$ cat src/rtl/transpose_row_feeder_if.sv
// Handshake/bus bundle for transpose_row_feeder.
//   in_valid/in_ready/in_data/in_last : scalar element stream from upstream
//   row_val/row_data/row_idx          : row beats to the transpose engine (no back-pressure)
//   mat_done                          : one-cycle pulse after the last row of a matrix
//   busy                              : feeder has outstanding element/row/pad/gap work
// Modports: master = upstream/engine side (bench), slave = the feeder itself.
interface transpose_row_feeder_if #(
  parameter int DATA_WIDTH = 64,
  parameter int NUM_PE     = 8
);
  localparam int ROW_WIDTH = DATA_WIDTH * NUM_PE;
  localparam int IDX_BITS  = $clog2(NUM_PE);

  logic                  in_valid;
  logic                  in_ready;
  logic [DATA_WIDTH-1:0] in_data;
  logic                  in_last;
  logic                  row_val;
  logic [ROW_WIDTH-1:0]  row_data;
  logic [IDX_BITS-1:0]   row_idx;
  logic                  mat_done;
  logic                  busy;

  modport master (
    output in_valid, in_data, in_last,
    input  in_ready, row_val, row_data, row_idx, mat_done, busy
  );

  modport slave (
    input  in_valid, in_data, in_last,
    output in_ready, row_val, row_data, row_idx, mat_done, busy
  );
endinterface

$ cat src/rtl/transpose_row_feeder.sv
// Packs a scalar element stream into NUM_PE-wide rows for the transpose engine.
// Matrices cut short by in_last are zero-padded to NUM_PE rows, and one idle
// (GAP) cycle follows every NUM_PE-th row so the engine can swap banks.
// Ports:
//   clk, rst : clock, synchronous active-high reset
//   bus      : transpose_row_feeder_if.slave (element input, row output, status)
module transpose_row_feeder #(
  parameter int DATA_WIDTH = 64,
  parameter int NUM_PE     = 8,
  parameter int ROW_WIDTH  = DATA_WIDTH * NUM_PE,
  parameter int IDX_BITS   = $clog2(NUM_PE)
) (
  input  logic                     clk,
  input  logic                     rst,
  transpose_row_feeder_if.slave    bus
);

  typedef enum logic {FILL = 1'b0, PAD  = 1'b1} in_state_e;
  typedef enum logic {SEND = 1'b0, GAP  = 1'b1} out_state_e;

  localparam logic [IDX_BITS-1:0] LAST_IDX = IDX_BITS'(NUM_PE - 1);

  // input side
  in_state_e                             in_state_q, in_state_d;
  logic [IDX_BITS-1:0]                   in_col_q, in_col_d;
  logic [IDX_BITS-1:0]                   in_row_q, in_row_d;
  logic [NUM_PE-1:0][DATA_WIDTH-1:0]     asm_q, asm_d, asm_wr;

  // row FIFO (2 entries, first-word-fall-through)
  logic [1:0][ROW_WIDTH-1:0]             mem_q;
  logic                                  wr_ptr_q, wr_ptr_d;
  logic                                  rd_ptr_q, rd_ptr_d;
  logic [1:0]                            cnt_q, cnt_d;
  logic                                  fifo_full, fifo_empty;
  logic                                  push, pop;
  logic [ROW_WIDTH-1:0]                  push_row;

  // output side
  out_state_e                            out_state_q, out_state_d;
  logic [IDX_BITS-1:0]                   out_row_q, out_row_d;

  logic                                  in_ready, hs;

  assign fifo_full  = (cnt_q == 2'd2);
  assign fifo_empty = (cnt_q == 2'd0);

  // A pop in the same cycle is deliberately not credited: keeps in_ready off
  // the output path.
  assign in_ready = (in_state_q == FILL) && !(in_col_q == LAST_IDX && fifo_full);
  assign hs       = bus.in_valid && in_ready;

  // Input FSM: assembly, early-termination and padding
  always_comb begin
    in_state_d = in_state_q;
    in_col_d   = in_col_q;
    in_row_d   = in_row_q;
    asm_d      = asm_q;
    push       = 1'b0;
    push_row   = '0;
    asm_wr            = asm_q;
    asm_wr[in_col_q]  = bus.in_data;

    case (in_state_q)
      FILL: begin
        if (hs) begin
          if (in_col_q == LAST_IDX) begin
            // Full row; in_ready guarantees FIFO space here.
            push     = 1'b1;
            push_row = asm_wr;
            asm_d    = '0;
            in_col_d = '0;
            in_row_d = in_row_q + IDX_BITS'(1);
            if (bus.in_last && in_row_q != LAST_IDX) in_state_d = PAD;
          end else if (bus.in_last) begin
            // Early end mid-row. Push now if there is room, otherwise park the
            // partial row in asm and let PAD push it as its first row.
            if (!fifo_full) begin
              push     = 1'b1;
              push_row = asm_wr;
              asm_d    = '0;
              in_col_d = '0;
              in_row_d = in_row_q + IDX_BITS'(1);
              // Nothing left to pad when this was already the matrix's last row.
              if (in_row_q != LAST_IDX) in_state_d = PAD;
            end else begin
              asm_d      = asm_wr;
              in_state_d = PAD;
            end
          end else begin
            asm_d    = asm_wr;
            in_col_d = in_col_q + IDX_BITS'(1);
          end
        end
      end
      PAD: begin
        // asm is all-zero except possibly the parked partial row on entry.
        if (!fifo_full) begin
          push     = 1'b1;
          push_row = asm_q;
          asm_d    = '0;
          in_col_d = '0;
          if (in_row_q == LAST_IDX) begin
            in_row_d   = '0;
            in_state_d = FILL;
          end else begin
            in_row_d = in_row_q + IDX_BITS'(1);
          end
        end
      end
      default: in_state_d = FILL;
    endcase
  end

  // Output FSM: row beats and the post-matrix gap
  always_comb begin
    out_state_d = out_state_q;
    out_row_d   = out_row_q;
    pop         = 1'b0;
    case (out_state_q)
      SEND: begin
        if (!fifo_empty) begin
          pop = 1'b1;
          if (out_row_q == LAST_IDX) begin
            out_row_d   = '0;
            out_state_d = GAP;
          end else begin
            out_row_d = out_row_q + IDX_BITS'(1);
          end
        end
      end
      GAP:     out_state_d = SEND;
      default: out_state_d = SEND;
    endcase
  end

  // FIFO pointer/count update
  always_comb begin
    wr_ptr_d = push ? !wr_ptr_q : wr_ptr_q;
    rd_ptr_d = pop  ? !rd_ptr_q : rd_ptr_q;
    cnt_d    = cnt_q + 2'(push) - 2'(pop);
  end

  always_ff @(posedge clk) begin
    if (rst) begin
      in_state_q  <= FILL;
      in_col_q    <= '0;
      in_row_q    <= '0;
      asm_q       <= '0;
      wr_ptr_q    <= 1'b0;
      rd_ptr_q    <= 1'b0;
      cnt_q       <= 2'd0;
      out_state_q <= SEND;
      out_row_q   <= '0;
    end else begin
      in_state_q  <= in_state_d;
      in_col_q    <= in_col_d;
      in_row_q    <= in_row_d;
      asm_q       <= asm_d;
      wr_ptr_q    <= wr_ptr_d;
      rd_ptr_q    <= rd_ptr_d;
      cnt_q       <= cnt_d;
      out_state_q <= out_state_d;
      out_row_q   <= out_row_d;
    end
  end

  // Storage needs no reset: it is only observed through row_val.
  always_ff @(posedge clk) begin
    if (push) mem_q[wr_ptr_q] <= push_row;
  end

  assign bus.in_ready = in_ready;
  assign bus.row_val  = (out_state_q == SEND) && !fifo_empty;
  assign bus.row_data = mem_q[rd_ptr_q];
  assign bus.row_idx  = out_row_q;
  assign bus.mat_done = (out_state_q == GAP);
  assign bus.busy     = !fifo_empty || (in_col_q != '0) || (in_row_q != '0) ||
                        (in_state_q == PAD) || (out_state_q == GAP);

endmodule

$ cat src/flat_wrapper.sv
// flat-port wrapper written by rule: the top's interface ports become plain ports
module transpose_row_feeder_flat 
#(
  parameter int DATA_WIDTH = 64,
  parameter int NUM_PE     = 8,
  parameter int ROW_WIDTH  = DATA_WIDTH * NUM_PE,
  parameter int IDX_BITS   = $clog2(NUM_PE)
)
  (clk, rst, bus_in_valid, bus_in_data, bus_in_last, bus_in_ready, bus_row_val, bus_row_data, bus_row_idx, bus_mat_done, bus_busy);
  transpose_row_feeder_if #(.DATA_WIDTH(DATA_WIDTH), .NUM_PE(NUM_PE)) bus_i ();
  input  logic clk;
  input  logic rst;
  input wire logic [$bits(bus_i.in_valid)-1:0] bus_in_valid;
  input wire logic [$bits(bus_i.in_data)-1:0] bus_in_data;
  input wire logic [$bits(bus_i.in_last)-1:0] bus_in_last;
  output wire logic [$bits(bus_i.in_ready)-1:0] bus_in_ready;
  output wire logic [$bits(bus_i.row_val)-1:0] bus_row_val;
  output wire logic [$bits(bus_i.row_data)-1:0] bus_row_data;
  output wire logic [$bits(bus_i.row_idx)-1:0] bus_row_idx;
  output wire logic [$bits(bus_i.mat_done)-1:0] bus_mat_done;
  output wire logic [$bits(bus_i.busy)-1:0] bus_busy;
  assign bus_i.in_valid = bus_in_valid;
  assign bus_i.in_data = bus_in_data;
  assign bus_i.in_last = bus_in_last;
  assign bus_in_ready = bus_i.in_ready;
  assign bus_row_val = bus_i.row_val;
  assign bus_row_data = bus_i.row_data;
  assign bus_row_idx = bus_i.row_idx;
  assign bus_mat_done = bus_i.mat_done;
  assign bus_busy = bus_i.busy;
  transpose_row_feeder #(.DATA_WIDTH(DATA_WIDTH), .NUM_PE(NUM_PE), .ROW_WIDTH(ROW_WIDTH), .IDX_BITS(IDX_BITS)) u_core (.clk(clk), .rst(rst), .bus(bus_i));
endmodule
$ cat config.mk
export PLATFORM = sky130hd
export DESIGN_NAME = transpose_row_feeder_flat
export DESIGN_NICKNAME = d
export VERILOG_FILES = /design/src/rtl/transpose_row_feeder_if.sv /design/src/rtl/transpose_row_feeder.sv /design/src/flat_wrapper.sv
export SDC_FILE = /design/constraint.sdc
export NUM_CORES = 2
export LEC_CHECK = 0
export ABC_CLOCK_PERIOD_IN_PS = 84900
export CORE_MARGIN = 3
export CORE_UTILIZATION = 50
export CTS_BUF_LIST = sky130_fd_sc_hd__clkbuf_16
export DETAILED_ROUTE_END_ITERATION = 8
export PLACE_DENSITY = 0.68
export SYNTH_ARGS = -nofsm -noshare
export SYNTH_HDL_FRONTEND = slang
export SYNTH_SLANG_ARGS = --single-unit
$ cat constraint.sdc
create_clock -name clk -period 84.9 [get_ports clk]
set_input_delay 25.47 -clock clk [delete_from_list [all_inputs] [get_ports clk]]
set_output_delay 25.47 -clock clk [all_outputs]
set_load 0.01 [all_outputs]
## After elaboration in Yosys (flattened, before gate mapping)

Index checks and enable logic that the tools add are counted.

- Flip-flop bits (word level): 1551
- Bits of input ports: 68
- Output and inout bits: 519
- Word-level logic and storage cells: 113

- $add $sub $neg: 5
- $lt $le $gt $ge: 5
- Eq/ne operators: 9
- Mux-type cells: 52
- Bitwise gates (word level): 3
- Reductions and logical operators: 21

Operators by type and width:

| kind | number |
|---|---|
| $mux 512 | 13 |
| $pmux 512 s2 | 2 |
| $bwmux 1024 | 1 |
| $bwmux 512 | 1 |
| $demux 512 s1 | 1 |
| $demux 64 s3 | 1 |
| $mux 64 | 1 |
| $mux 3 | 11 |
| $mux 1 | 16 |
| $pmux 3 s2 | 2 |
| $add 3x1->3 const B | 3 |
| $eq 3x3->1 const B | 3 |
| $ne 3x3->1 const B | 3 |
| $logic_and 1x1->1 | 7 |
| $pmux 1 s2 | 3 |
| $reduce_bool 3->1 | 2 |
| $logic_not 1->1 | 4 |
| $logic_or 1x1->1 | 4 |
| $lt 1x2->1 const B | 2 |
| $lt 3x4->1 const B | 1 |
| $reduce_and 2->1 | 2 |
| $reduce_and 4->1 | 1 |
| $ge 3x1->1 const B | 1 |
| $not 1->1 | 3 |
| 7 further kinds | 7 |

## Depth between registers and ports, before layout

- Word-level depth: 11
- Mapped depth: 9
- Gate-level depth less buffers: 6

## Worst setup path before layout

Ideal clock, no wire load.

- Path type: input to register
- From: input bus_in_valid
- To: register u_core.mem_q[0] (netlist bit) (enable)
- Setup time: 1.398 ns
- Arrival time: 47.389 ns
- Required time: 83.502 ns
- Slack: 36.113 ns
- Stages on the path: 5
- Buffers on the path: 2
- Cell sequence: nor2_1 or3_1 buf_2 buf_6 nor2_1

- Longest elaborated chain between the ends: 3

Ends and longest elaborated chain:

| what | line | source |
|---|---|---|
| start, declared | flat_wrapper.sv:13 | `input wire logic [$bits(bus_i.in_valid)-1:0] bus_in_valid;` |
| $logic_and 1x1->1 | transpose_row_feeder.sv:50 | `assign hs = bus.in_valid && in_ready;` |
| $mux 1 | transpose_row_feeder.sv:65 | `if (hs) begin` |
| $pmux 1 s2 | transpose_row_feeder.sv:63 | `case (in_state_q)` |
| end signal, assigned by index | transpose_row_feeder.sv:169 | `if (push) mem_q[wr_ptr_q] <= push_row;` |
| end, declared | transpose_row_feeder.sv:30 | `logic [1:0][ROW_WIDTH-1:0] mem_q;` |

Every way passes these cells.
A chain may end at the register's enable or synchronous reset.

## Final worst setup path

- From: input bus_in_valid
- To: register u_core.mem_q[726] (netlist bit) (enable)

The elaborated chain is that of the path after synthesis.

==> reports/metrics.cfg <==
[run_status]
status=complete, but fails checks
violations=slew limit

[sta]
finalHoldViolCount=0
clock-skew-final_ns=0.02180
slew_headroom_pct=-2.841
maxSlewViolCount=38
tightestPinTransition_ns=1.543
fin_tns_setup_ns=0
finalCritPeriodShare_pct=36.60
clock.fmax_ghz=0.03218
grt_setup_unrepaired=no
fin_crit_ns=31.07
holdWs_ns=0.4634
setup_viol_count_final=0

[floorplan]
row_count=126
start_util_pct=50.53
die_x_um=351.9
dieArea_mm2=0.1238
die_h_um=351.9
core_region_area_mm2=0.1184
boundaryPins=587

[power]
peakVddDrop_mv=0.02221
power_density_mw_per_mm2=27.81
p_leak_nw=24.67
total_power_w=0.001970

[global_route]
antenna_found_initial=3
grt.met3_usage_pct=4.862
busiest_layer=met2
met2_usage_pct=41.87
grt_max_degree=181
grt_pass1_wl_mm=243.6
grt_pass1_vias=35980
grtUsageMet1_pct=36.72
overflow=0
grt_usage_pct=26.42

[worst_setup_path]
crit_path_end_kind=register
crit_path_max_fanout=80
cpMostUsedCell=buf_4
arrival_ns=31.43
worstSetupStartpointType=primary input
worstPathRequired_ns=85.26
cp_slowest_cell=buf_4
setup.worst_path.class=in -> reg
crit_chain=clkdlybuf4s50_1 > nor2_1 > nor3_1 > and2_4 > buf_4 > buf_4 > buf_4 > buf_4
cpPeakStageDelay_ns=0.96

[logic_synthesis]
syn_area_per_cell_um2=16.31
synth_top_area_cell=edfxtp_1
synth_top_area_share_pct=51.39
syn-instance-count=3669
ys_types=45
syn_area_mm2=0.05983
ys_seq_area_share_pct=69.03
netlist_top_cells_area=edfxtp_1, dfxtp_1, mux2_2
synth_nets=3746
ys_ff_latch=1551
ys.warnings.count=0

[place]
io_buffer_count=586
place.gp.congestion=0.7514
dp_hpwl_mm=96.66

[clocking]
cts_resized=0
root_buffer=clkbuf_16
numClockSinks=1551
path_clk_slew_ns=0.06
cts_max_level=4
post-cts-setup-buffers=0
clk_latency_ns=0.74
clockBufferDepth=3
cts_tree=yes
hold_buffers=0
cts_buffers=154

[routing]
first_iter_violations=3884
via_count=36750
drt_first_pass_iters=5
postRouteAntennaNets=0
vias_per_cell=6.385
wl_per_cell_um=29.45
wl_mm=169.5
drc_errors=0

[cells_and_area]
final_layout_size_suffix_gt1_share_pct=19.64
area_growth_pct=18.38
nFillCells=8937
utilization_pct=59.82
n_antenna_cell=0
finalNetCount=4107

[run]
drv_cap=0

[worst_hold_path]
hp-class=reg -> reg

-- cells in the mapped netlist, drive strengths merged --
cell type     n
o211ai        1
mux2        512
o22ai         9
or3           2
buf         206
and3          1
o21bai        1
ha            9
edfxtp     1024
a211oi        2
clkbuf      240
nor4b         1
nand2        12
a32o        512
nand2b        5
o221a         1
nor3         12
nand4         2
a32oi         1
and2          1
xnor2         2
or2           3
nor2b         2
nor2         41
a22o        512
nand4b        1
o21ai         1
a221oi        1
dfxtp       527
a21oi        11
nor4          1
inv          10
a211o         1
xor2          2
-- final timing paths --
check	from	end	slack, ns	cells after the start
worst min-delay path	u_core.asm_q[9]	u_core.asm_q[9]	0.46	1
worst max-delay path	bus_in_valid	u_core.mem_q[726]	53.83	8
worst min register to register	u_core.asm_q[9]	u_core.asm_q[9]	0.46	1
worst max register to register	u_core.in_col_q[1]	u_core.mem_q[726]	78.00	9
-- per-layer routing --
| layer | wire length, µm | up-vias |
|---|---|---|
| met5 | 0 | - |
| met4 | 5481 | 0 |
| met3 | 13940 | 277 |
| met2 | 79270 | 1773 |
| met1 | 70770 | 18950 |
| li1 | - | 15750 |
-- critical path, delay by kind of cell --
family        cells  cell delay [ns]
buf+inv           5             4.16
simple gates      3             1.56
-- metrics by stage --
stage                     std cells  setup WS (ns)  area [µm²]
after floorplan                3669          36.11       59830
after global placement         5474          53.08       66200
after detailed placement       5474          53.07       66200
after CTS                      5755          53.88       70830
after global routing           5755          53.52       70830
final                          5755          53.83       70830
-- report_power, final --
part / leakage (nW) / internal, W / switching [W] / total, W
combinational: 7.61 / 0.000205 / 0.000260 / 0.000465
clock: 2.46 / 0.000348 / 0.000277 / 0.000624
sequential: 14.6 / 0.000864 / 0.0000170 / 0.000881
total: 24.7 / 0.00142 / 0.000553 / 0.00197
-- layout by cell type, fill, tap and decap left out, drive strengths merged, types with 11 or more instances in the layout --
cell type      netlist  routed
clkdlybuf4s50        0     585
mux2               512     512
a21oi               11      11
inv                 10      64
nor3                12      12
nor2                41      41
clkbuf             240     161
a32o               512     512
nand2               12      12
edfxtp            1024    1024
buf                206      66
dfxtp              527     527
clkinv               0      60
a22o               512     512
-- area by class of cell --
class,count,area (µm²),share of cell area [%]
timing repair buffer,651,6424,9.069
multi-input combinational,1662,16430,23.20
sequential,1551,41300,58.32
clock inverter,120,603.1,0.8515
inverter,10,37.54,0.05300
tap,1600,2002,2.826
clock buffer,161,4029,5.688
-- flip-flops by register name, summed over array words and instances, names as in the netlist --
| register | cells |
|---|---|
| u_core.bus.row_idx | 3 |
| u_core.in_col_q | 3 |
| u_core.asm_q | 512 |
| u_core.bus.mat_done | 1 |
| u_core.in_row_q | 3 |
| u_core.wr_ptr_q | 1 |
| u_core.rd_ptr_q | 1 |
| u_core.mem_q | 1024 |
| u_core.in_state_q | 1 |
| u_core.cnt_q | 2 |
-- cells by family after synthesis --
group,Yosys count,synth area share (%)
fa+ha+maj,9,0.1882
compound gates,1053,16.59
flops,1551,69.03
mux,512,9.637
xor+xnor,4,0.05857
buf+inv,456,3.731
simple gates,84,0.7654
Note: power is estimated with default switching activity, not from simulation.
